### src/rtl/mult_div_unit.sv
// Sequential signed multiply/divide unit (MIPS mult/div) with HI/LO registers.
// Multiply uses radix-2 Booth over 32 iterations, divide uses restoring
// division on operand magnitudes with sign correction on the final write.
module mult_div_unit (
   input  logic        clk,
   input  logic        reset,
   input  logic        mult_start,
   input  logic        div_start,
   input  logic [31:0] Data_A,
   input  logic [31:0] Data_B,
   output logic [31:0] HI_out,
   output logic [31:0] LO_out,
   output logic        busy,
   output logic        done,
   output logic        div_zero
);

   typedef enum logic [1:0] {
      IDLE = 2'd0,
      MULT = 2'd1,
      DIV  = 2'd2
   } state_t;

   state_t      state;
   state_t      state_nx;
   logic [5:0]  iter_cnt;

   // Shared working registers: A/Q/Q-1 for Booth, R/Q for division.
   logic [31:0] acc_a;
   logic [31:0] acc_q;
   logic        acc_q_m1;
   logic [31:0] opnd_m;     // multiplicand M, or divisor magnitude |B|
   logic        sign_q;
   logic        sign_r;

   logic        accept_mult;
   logic        accept_div;
   logic        reject_div;
   logic        last_iter;

   logic [31:0] abs_a;
   logic [31:0] abs_b;

   logic [32:0] booth_sum;
   logic [31:0] mult_a_nx;
   logic [31:0] mult_q_nx;

   logic [31:0] div_r_sh;
   logic [32:0] div_trial;
   logic [31:0] div_r_nx;
   logic [31:0] div_q_nx;
   logic [31:0] quot_fix;
   logic [31:0] rem_fix;

   // Operand magnitudes; negating -2^31 wraps back to 0x80000000, which is
   // exactly its unsigned magnitude.
   assign abs_a = Data_A[31] ? (32'd0 - Data_A) : Data_A;
   assign abs_b = Data_B[31] ? (32'd0 - Data_B) : Data_B;

   // State register.
   always_ff @(posedge clk) begin
      // NOTE: sequential state uses non-blocking assignments so every flop
      // samples the pre-edge values regardless of statement order.
      if (reset) state <= IDLE;
      else       state <= state_nx;
   end

   // Next-state logic: only IDLE accepts work; both operations last 32 cycles.
   always_comb begin
      // NOTE: defaulting every always_comb output first prevents inferred latches.
      state_nx = state;
      case (state)
         IDLE: begin
            if (accept_mult)     state_nx = MULT;
            else if (accept_div) state_nx = DIV;
         end
         MULT, DIV: begin
            if (last_iter) state_nx = IDLE;
         end
         default: state_nx = IDLE;
      endcase
   end

   // Output/control decode; multiply wins when both starts arrive together.
   always_comb begin
      busy        = (state != IDLE);
      accept_mult = (state == IDLE) && mult_start;
      accept_div  = (state == IDLE) && !mult_start && div_start && (Data_B != 32'd0);
      reject_div  = (state == IDLE) && !mult_start && div_start && (Data_B == 32'd0);
      last_iter   = (state != IDLE) && (iter_cnt == 6'd31);
   end

   // One Booth step: add/subtract on a 33-bit sign-extended A, then shift the
   // whole {A, Q, Q-1} right arithmetically.
   always_comb begin
      booth_sum = {acc_a[31], acc_a};
      case ({acc_q[0], acc_q_m1})
         2'b01:   booth_sum = {acc_a[31], acc_a} + {opnd_m[31], opnd_m};
         2'b10:   booth_sum = {acc_a[31], acc_a} - {opnd_m[31], opnd_m};
         default: booth_sum = {acc_a[31], acc_a};
      endcase
      mult_a_nx = booth_sum[32:1];
      mult_q_nx = {booth_sum[0], acc_q[31:1]};
   end

   // One restoring-division step. R < |B| <= 2^31 keeps the shifted R in 32 bits.
   always_comb begin
      div_r_sh  = {acc_a[30:0], acc_q[31]};
      div_trial = {1'b0, div_r_sh} - {1'b0, opnd_m};
      if (div_trial[32]) begin
         div_r_nx = div_r_sh;
         div_q_nx = {acc_q[30:0], 1'b0};
      end else begin
         div_r_nx = div_trial[31:0];
         div_q_nx = {acc_q[30:0], 1'b1};
      end
      quot_fix = sign_q ? (32'd0 - div_q_nx) : div_q_nx;
      rem_fix  = sign_r ? (32'd0 - div_r_nx) : div_r_nx;
   end

   // Working registers: loaded on accept, stepped once per busy cycle.
   always_ff @(posedge clk) begin
      // NOTE: these are fully reloaded on every accept and never observed
      // outside an operation, so they need no reset.
      if (accept_mult) begin
         acc_a    <= 32'd0;
         acc_q    <= Data_B;
         acc_q_m1 <= 1'b0;
         opnd_m   <= Data_A;
      end else if (accept_div) begin
         acc_a    <= 32'd0;
         acc_q    <= abs_a;
         opnd_m   <= abs_b;
         sign_q   <= Data_A[31] ^ Data_B[31];
         sign_r   <= Data_A[31];
      end else if (state == MULT) begin
         acc_a    <= mult_a_nx;
         acc_q    <= mult_q_nx;
         acc_q_m1 <= acc_q[0];
      end else if (state == DIV) begin
         acc_a    <= div_r_nx;
         acc_q    <= div_q_nx;
      end
   end

   // Iteration counter, HI/LO result registers and completion pulses.
   always_ff @(posedge clk) begin
      if (reset) begin
         iter_cnt <= 6'd0;
         HI_out   <= 32'd0;
         LO_out   <= 32'd0;
         done     <= 1'b0;
         div_zero <= 1'b0;
      end else begin
         done     <= last_iter;
         div_zero <= reject_div;
         if (accept_mult || accept_div || last_iter) iter_cnt <= 6'd0;
         else if (busy)                              iter_cnt <= iter_cnt + 6'd1;
         if (last_iter) begin
            if (state == MULT) begin
               HI_out <= mult_a_nx;
               LO_out <= mult_q_nx;
            end else begin
               HI_out <= rem_fix;
               LO_out <= quot_fix;
            end
         end
      end
   end

endmodule

### config.mk
export PLATFORM = sky130hd
export DESIGN_NAME = mult_div_unit
export DESIGN_NICKNAME = d
export VERILOG_FILES = /design/src/rtl/mult_div_unit.sv
export SDC_FILE = /design/constraint.sdc
export NUM_CORES = 1
export LEC_CHECK = 0
export ABC_AREA = 1
export CAP_MARGIN = 20
export CORE_MARGIN = 2
export CORE_UTILIZATION = 55
export DETAILED_ROUTE_END_ITERATION = 12
export PLACE_DENSITY = 0.76
export SYNTH_ARGS = -nofsm -noshare
export SYNTH_HDL_FRONTEND = slang
export SYNTH_SLANG_ARGS = --single-unit
### constraint.sdc
create_clock -name clk -period 4.33 [get_ports clk]
set_input_delay 0.866 -clock clk [delete_from_list [all_inputs] [get_ports clk]]
set_output_delay 0.866 -clock clk [all_outputs]
set_load 0.1 [all_outputs]
# Word level (Yosys, flattened, before mapping)
# Index checks and enable logic that the tools add are counted.
# word_totals
reg_bits	173
in_bits	68
out_inout_bits	67
# classes
n_bitwise	3
n_addsub	8
n_eq_ne	7
mux	21
reduce_logical	22
# op_table
op	count
$mux 32	15
$sub 1x32->32 const A	4
$pmux 33 s2	1
$sub 32x32->33	2
$add 32x32->33	1
$logic_not 32->1	1
$reduce_bool 32->1	1
$add 6x1->6 const B	1
$eq 6x5->1 const B	1
$logic_and 1x1->1	6
$mux 2	3
$reduce_and 2->1	3
$reduce_bool 2->1	3
$reduce_or 2->1	3
$eq 2x1->1 const B	2
$eq 2x2->1 const B	2
$pmux 2 s2	1
$reduce_bool 4->1	1
$ne 3x3->1 const B	1
$logic_not 2->1	1
$logic_or 1x1->1	2
$ne 2x2->1 const B	1
$not 1->1	2
$logic_not 1->1	1
other kinds (2)	2

# Longest topological paths before layout
# Gate-level depths: netlist of run 1.
# logic_depth
word_depth	7
ltp_mapped	31
depth_no_buf	31

# Least setup slack after synthesis of run 1
# OpenSTA, ideal clock, no wires.
# synth_timing
kind	register to register
startpoint	register opnd_m[1]
endpoint	register HI_out[31]
period_less_slack_ns	3.929
n_path_buf	0
path_stages_with_launch	32
required_ns	4.215
t_arrival_ns	3.814
path_slack_ns	0.401
path_cell_list	edfxtp_1 > nor3_1 > nand3_1 > nor3_1 > nand2_1 > nor2_1 > nand3_1 > nor2_1 > nand2_1 > nor2_1 > nand2_1 > o31ai_1 > o21ai_0 > xor2_1 > inv_1 > ha_1 > a21oi_1 > inv_1 > a21oi_1 > nor2_1 > a211oi_1 > o21ai_0 > a21oi_1 > nand3_1 > nand3_1 > nand2_1 > nand2_1 > nand2_1 > nand2_1 > nand2_1 > nand3_1 > nand2_1
# synth_via
elab_chain_cells	5
word_cells_on_any_way	8
# synth_rtl
element	line_no	source
from (decl)	32	logic [31:0] opnd_m;
from (signal assigned)	129	opnd_m <= Data_A;
from (signal assigned)	133	opnd_m <= abs_b;
$sub 32x32->33	109	div_trial = {1'b0, div_r_sh} - {1'b0, opnd_m};
$mux 32	110	if (div_trial[32]) begin
$sub 1x32->32	118	rem_fix = sign_r ? (32'd0 - div_r_nx) : div_r_nx;
$mux 32	118	
$mux 32 *	160	if (state == MULT) begin
to (signal assigned)	161	HI_out <= mult_a_nx;
to (signal assigned)	164	HI_out <= rem_fix;
to (decl)	11	output logic [31:0] HI_out,
# Every way passes the cells marked *; elsewhere a longest branch is shown, timed or not.
# A chain may end at the register's enable or synchronous reset.

# Final worst setup path of run 1
# layout_timing
startpoint	register opnd_m[0]
endpoint	register HI_out[31]
# Same word-level chain as after synthesis.

==> flow_summary.json, run 1 <==
{
  "status": "complete, no violations",
  "stdcell_count": 3270,
  "setup_viol": 0,
  "met1Wirelength_um": 24000,
  "drtAntennaViolNets": 0,
  "htree_levels": 4,
  "routed_via_density": 6.03,
  "combPwrFrac_pct": 73.5,
  "path_clk_slew_ns": 0.08,
  "syn_area_sq_um": 16800,
  "synth-compound-area-share_pct": 19.3,
  "drc_errors": 0,
  "synth_edf_count": 66,
  "fin_crit_sh_pct": 99.3,
  "pwr-share-seq_pct": 17.5,
  "p_int_mw": 7.01,
  "yosys_warnings": 0,
  "hold_path.class": "flip-flop to flip-flop",
  "period_needed_ns": 4.30,
  "dp_hpwl_um": 53100,
  "grt_pass1_vias": 18500,
  "slew-limit-headroom_pct": 33.6,
  "grt_overflow": 0,
  "clock_power_share_pct": 9.0,
  "tns_ns": 0,
  "cpMostUsedCell": "nand2_1",
  "core_sq_um": 30300,
  "swShare_pct": 58.3,
  "startpoint_type": "flip-flop",
  "netlist_instances": 2709,
  "grt_pass1_wl_um": 102000,
  "drive_gt1_share_pct": 10.1,
  "die_h_um": 179,
  "ys.flop_type": "dfxtp_1",
  "track_usage_pct": 42.8,
  "rows": 64,
  "ir_drop_uv": 436,
  "p_sw_mw": 9.80,
  "place_inst": 3221,
  "synth_fp_nets": 2852,
  "gp_congestion": 1.07,
  "syn_to_final_growth_pct": 19.0,
  "max-clock-path-buffers": 2,
  "wl_um": 69600,
  "clock_sinks": 173,
  "fillers": 2818,
  "dieArea_sq_um": 32000,
  "required_ns": 4.69,
  "arrival_ns": 4.66,
  "die_w_um": 179,
  "critPathKind": "flip-flop to flip-flop",
  "p_leak_nw": 9.40,
  "skew_ns": 0.0139,
  "holdBufCountCts": 0,
  "ys_ff_latch": 173,
  "finalMaxSlewViolations": 0,
  "synth_top_family_by_area": "simple AND/OR/NAND/NOR gates",
  "postLayoutCoreUtil_pct": 66.0,
  "max_stage_delay_ns": 0.42,
  "cts_made_buffers": 17,
  "antenna_cells": 0,
  "num_vias": 19700,
  "hold_violations": 0,
  "antenna_found_initial": 0,
  "drv_cap": 0,
  "crit_path_max_fanout": 4,
  "tightest_slew_ns": 0.993,
  "synth.distinct_cells": 65,
  "postSynthAreaPerCell_sq_um": 6.21,
  "root_buffer": "clkbuf_16",
  "top_layer": "met4",
  "wl_per_cell_um": 21.3,
  "nNetsFinal": 3004,
  "synth_simple_gate_area_share_pct": 32.6,
  "insertion_delay_ns": 0.46,
  "synth_xor_area_share_pct": 6.40,
  "cts_tree": "yes",
  "met2_length_um": 31600,
  "port_buffers": 134,
  "muxShareOfSynthArea_pct": 0,
  "firstDrtPassIters": 8,
  "worst_setup_path_end_kind": "flip-flop",
  "slowest_stage": "edfxtp_1",
  "power_density_nw_per_um2": 840,
  "seq_area_frac_synth_pct": 24.5,
  "pin_count": 135,
  "synthAdderAreaFrac_pct": 5.66,
  "grt_setup_unrepaired": "true",
  "route.met3.wl_um": 6150,
  "start_util_pct": 55.5,
  "fmax_mhz": 233,
  "grt_max_degree": 101,
  "synthArstFlopShare_pct": 0,
  "drt_iter0_markers": 2418
}
flip-flops by register name, summed over array words and instances, names as in the netlist:
register / flops
LO_out: 32
acc_a: 32
sign_r: 1
acc_q: 32
div_zero: 1
iter_cnt: 6
state: 2
opnd_m: 32
acc_q_m1: 1
done: 1
HI_out: 32
sign_q: 1
cell families after synthesis:
family          count (synthesis)
simple gates                 1286
compound gates                559
buf+inv                       493
flops                         173
xor+xnor                      123
fa+ha+maj                      75
per-layer routing:
| metal | track usage [%] | vias to the layer above |
|---|---|---|
| met3 | 8.61 | 374 |
| met2 | 69.4 | 1181 |
| met5 | 0 | - |
| li1 | - | 9224 |
| met4 | 42.0 | 0 |
| met1 | 46.1 | 8936 |
cells in the mapped netlist, drive strengths merged (2+ instances only):
| cell type | instances | area, sq um |
|---|---|---|
| a211oi | 5 | 37.5 |
| a21boi | 2 | 15.0 |
| a21o | 7 | 52.6 |
| a21oi | 144 | 747 |
| a221oi | 5 | 43.8 |
| a22o | 3 | 26.3 |
| a22oi | 2 | 15.0 |
| a31o | 2 | 17.5 |
| a31oi | 47 | 294 |
| a32o | 3 | 30.0 |
| a41oi | 6 | 52.6 |
| and2 | 3 | 18.8 |
| buf | 24 | 168 |
| clkbuf | 74 | 278 |
| clkinv | 6 | 22.5 |
| dfxtp | 107 | 2140 |
| edfxtp | 66 | 1980 |
| fa | 2 | 40.0 |
| ha | 73 | 913 |
| inv | 389 | 1460 |
| nand2 | 708 | 2740 |
| nand3 | 167 | 846 |
| nand3b | 10 | 75.1 |
| nand4 | 27 | 175 |
| nor2 | 292 | 1170 |
| nor3 | 47 | 255 |
| nor3b | 4 | 30.0 |
| nor4 | 12 | 75.1 |
| o211ai | 44 | 330 |
| o21a | 2 | 15.0 |
| o21ai | 236 | 1200 |
| o21bai | 8 | 60.1 |
| o221ai | 6 | 52.6 |
| o22ai | 14 | 87.6 |
| o311ai | 2 | 17.5 |
| o31ai | 18 | 135 |
| or2 | 14 | 87.6 |
| xnor2 | 28 | 245 |
| xor2 | 95 | 832 |
power by group through the flow:
| stage | sequential, mW | clock, mW | combinational [mW] |
|---|---|---|---|
| 2_1_floorplan | 2.65 | 0 | 8.01 |
| 5_1_grt | 2.94 | 1.57 | 13.5 |
| 6_report | 2.94 | 1.51 | 12.4 |
| 3_5_place_dp | 2.89 | 0 | 11.1 |
| 3_3_place_gp | 2.87 | 0 | 10.9 |
| 4_1_cts | 2.86 | 1.51 | 11.2 |
area by class of cell:
cell class / instances / area, sq um / area share (%)
flip-flops and latches: 173 / 4130 / 20.6
repair buffers: 231 / 2140 / 10.7
inverters: 395 / 1490 / 7.42
clock inverters: 14 / 130 / 0.650
well taps: 396 / 495 / 2.47
clock buffers: 18 / 429 / 2.14
multi-input cells: 2043 / 11200 / 56.0
path summary, 6_finish.rpt:
| path | start | to | slack, ns | cells past startpoint |
|---|---|---|---|---|
| min | LO_out[28] | LO_out[28] | 0.47 | 1 |
| min reg2reg | LO_out[28] | LO_out[28] | 0.47 | 1 |
| max reg2reg | opnd_m[0] | HI_out[31] | 0.03 | 30 |
| max | opnd_m[0] | HI_out[31] | 0.03 | 30 |
worst max-delay path, delay by kind of cell, from the launching register on:
kind	cells	cell delay (ns)
and+or+nand+nor	21	2.32
xor gates and xnor gates	1	0.16
adders and majority gates	1	0.27
AOI/OAI and AO/OA	4	0.51
DFF	1	0.42
buffers and inverters	3	0.52
what timing repair did:
action,in CTS,in global routing
setup endpoints to repair,16,41
resized for setup,5,107
buffers inserted,0,16
cloned,0,1
pin swaps,0,31
placed cells by master, fill, tap and decap left out, types with 18 or more instances in the layout:
master           instances
a31oi_1                 46
o211ai_1                44
edfxtp_1                66
xnor2_1                 28
inv_2                   18
a21oi_1                126
o21ai_0                213
ha_1                    61
nand4_1                 26
nor3_1                  33
clkbuf_16               18
xor2_1                  95
clkdlybuf4s50_1        134
nand3_1                159
inv_1                  371
nor2_1                 270
dfxtp_1                105
nand2_2                 26
nand2_1                676
buf_4                   92
metrics by stage:
| stage | worst slack, ns | power [mW] | cell area, sq um | hold slack, ns |
|---|---|---|---|---|
| finish | 0.0294 | 16.8 | 20000 | 0.472 |
| global route | -0.267 | 18.0 | 20000 | 0.485 |
| CTS | -0.0372 | 15.6 | 19400 | 0.475 |
| detailed placement | -0.180 | 14.0 | 18900 | 0.456 |
| global placement | -0.0926 | 13.8 | 18900 | 0.457 |
| floorplan | 0.401 | 10.7 | 16800 | 0.457 |
Note: power is estimated with default switching activity, not from simulation.
==> run 2: changes to the inputs <==
CAP_MARGIN = not set   (was 20)
MAX_ROUTING_LAYER = met4   (was not set)
==> flow_summary.json, run 2 (same netlist as run 1, synthesis figures left out) <==
{
  "cts_tree": "yes",
  "slowest_stage": "edfxtp_1",
  "period_needed_ns": 4.22,
  "nNetsFinal": 3011,
  "max_stage_delay_ns": 0.51,
  "firstDrtPassIters": 6,
  "drt_iter0_markers": 2400,
  "core_sq_um": 30300,
  "postLayoutCoreUtil_pct": 66.0,
  "wl_um": 70700,
  "reg2reg_to": "LO_out[28]",
  "layout_commonest_cell": "nand2_1",
  "grt_pass1_vias": 18800,
  "cpMostUsedCell": "nand2_1",
  "worst_setup_path_end_kind": "flip-flop",
  "path_clk_slew_ns": 0.07,
  "setup_viol": 0,
  "track_usage_pct": 45.0,
  "root_buffer": "clkbuf_16",
  "ir_drop_uv": 508,
  "wl_per_cell_um": 21.6,
  "arrival_ns": 4.58,
  "startpoint_type": "flip-flop",
  "required_ns": 4.69,
  "holdBufCountCts": 0,
  "die_w_um": 179,
  "power_density_nw_per_um2": 849,
  "grt_overflow": 0,
  "skew_ns": 0.0178,
  "start_util_pct": 55.5,
  "drive_gt1_share_pct": 10.1,
  "status": "complete, no violations",
  "antenna_found_initial": 0,
  "routed_via_density": 6.12,
  "drv_cap": 0,
  "insertion_delay_ns": 0.48,
  "hold_violations": 0,
  "fmax_mhz": 237,
  "num_vias": 20100,
  "pin_count": 135,
  "grt_setup_unrepaired": "true",
  "slew-limit-headroom_pct": 32.7,
  "critPathKind": "flip-flop to flip-flop",
  "antenna_cells": 0,
  "gp_congestion": 1.07,
  "drtAntennaViolNets": 0,
  "reg2reg_from": "opnd_m[24]",
  "htree_levels": 4,
  "grt_pass1_wl_um": 104000,
  "dieArea_sq_um": 32000,
  "crit_cells": 22,
  "crit_path_max_fanout": 5,
  "worst-r2r-cell-count": 22,
  "finalMaxSlewViolations": 0,
  "max-clock-path-buffers": 2,
  "whs_path_depth": 1,
  "reg2reg_setup_slack_ns": 0.11,
  "fin_crit_sh_pct": 97.6,
  "dp_hpwl_um": 54100,
  "path_buf_inv": 3,
  "crit_start": "opnd_m[24]",
  "finalPower_mw": 17.0,
  "p_leak_nw": 9.43,
  "die_h_um": 179,
  "worstSetupEndpoint": "LO_out[28]",
  "tightest_slew_ns": 1.01,
  "hold_path.class": "flip-flop to flip-flop",
  "drc_errors": 0,
  "rows": 64,
  "layout_common_cells": "nand2_1 (676), inv_1 (372), nor2_1 (270)",
  "cpLargestDelayFamily": "simple AND/OR/NAND/NOR gates",
  "cts_made_buffers": 17,
  "grt_max_degree": 72,
  "cp_cell_sequence": "inv_1, ha_1, nand2_1, nor2_2, nand2_1, inv_1, a21oi_4, nand2_8, inv_4, ha_4, nand3_2, nor3_4, nand2_2, nor3_4, nand2_2, nor3_4, nand4_1, nor2_2, nand3_1, nand2_1, nand2_1, a32o_1",
  "syn_to_final_growth_pct": 19.0,
  "port_buffers": 134,
  "clock_sinks": 173
}
run 2: timing repair:
action | CTS | global route
setup endpoints to repair | 8 | 37
gates resized for setup | 7 | 99
hold endpoints to repair | 0 | 0
pin swaps | 2 | 24
buffers inserted | 0 | 10
run 2: worst min path at each step:
stage,slack [ns],to,startpoint
floorplan,0.46,state[0],state[0]
global placement,0.46,LO_out[29],LO_out[29]
detailed placement,0.46,LO_out[29],LO_out[29]
CTS,0.48,LO_out[29],LO_out[29]
global route,0.50,LO_out[29],LO_out[29]
finish,0.48,LO_out[28],LO_out[28]
run 2: through the flow:
stage               std cells  instance area [sq um]  hold slack [ns]  setup slack (ns)  setup TNS, ns
detailed placement       3235                  18900            0.463            -0.186         -0.509
floorplan                2709                  16800            0.457             0.401              0
finish                   3277                  20000            0.483             0.105              0
CTS                      3267                  19600            0.482           0.00391              0
global route             3277                  20000            0.502            -0.266          -1.41
global placement         3235                  18900            0.459            -0.152         -0.234
run 2: report_power, final:
group / switching, mW / leakage [nW] / internal, mW / total, mW
sequential: 0.663 / 1.53 / 2.29 / 2.95
combinational: 8.46 / 7.61 / 4.04 / 12.5
clock: 0.792 / 0.291 / 0.777 / 1.57
total: 9.91 / 9.43 / 7.10 / 17.0
run 2: area by class of cell:
class	count	area, sq um
sequential	173	4130
fill	2760	10300
multi-input combinational	2043	11200
timing repair buffer	238	2150
inverter	395	1490
clock buffer	17	425
tap	396	495
clock inverter	15	170
run 2: metal layers:
| layer | share of wire [%] | track usage, % | vias to the layer above |
|---|---|---|---|
| li1 | - | - | 9235 |
| met1 | 34 | 47.7 | 9127 |
| met2 | 46 | 71.4 | 1294 |
| met3 | 8.5 | 7.72 | 397 |
| met4 | 11 | 42.1 | 0 |
| met5 | 0 | - | - |
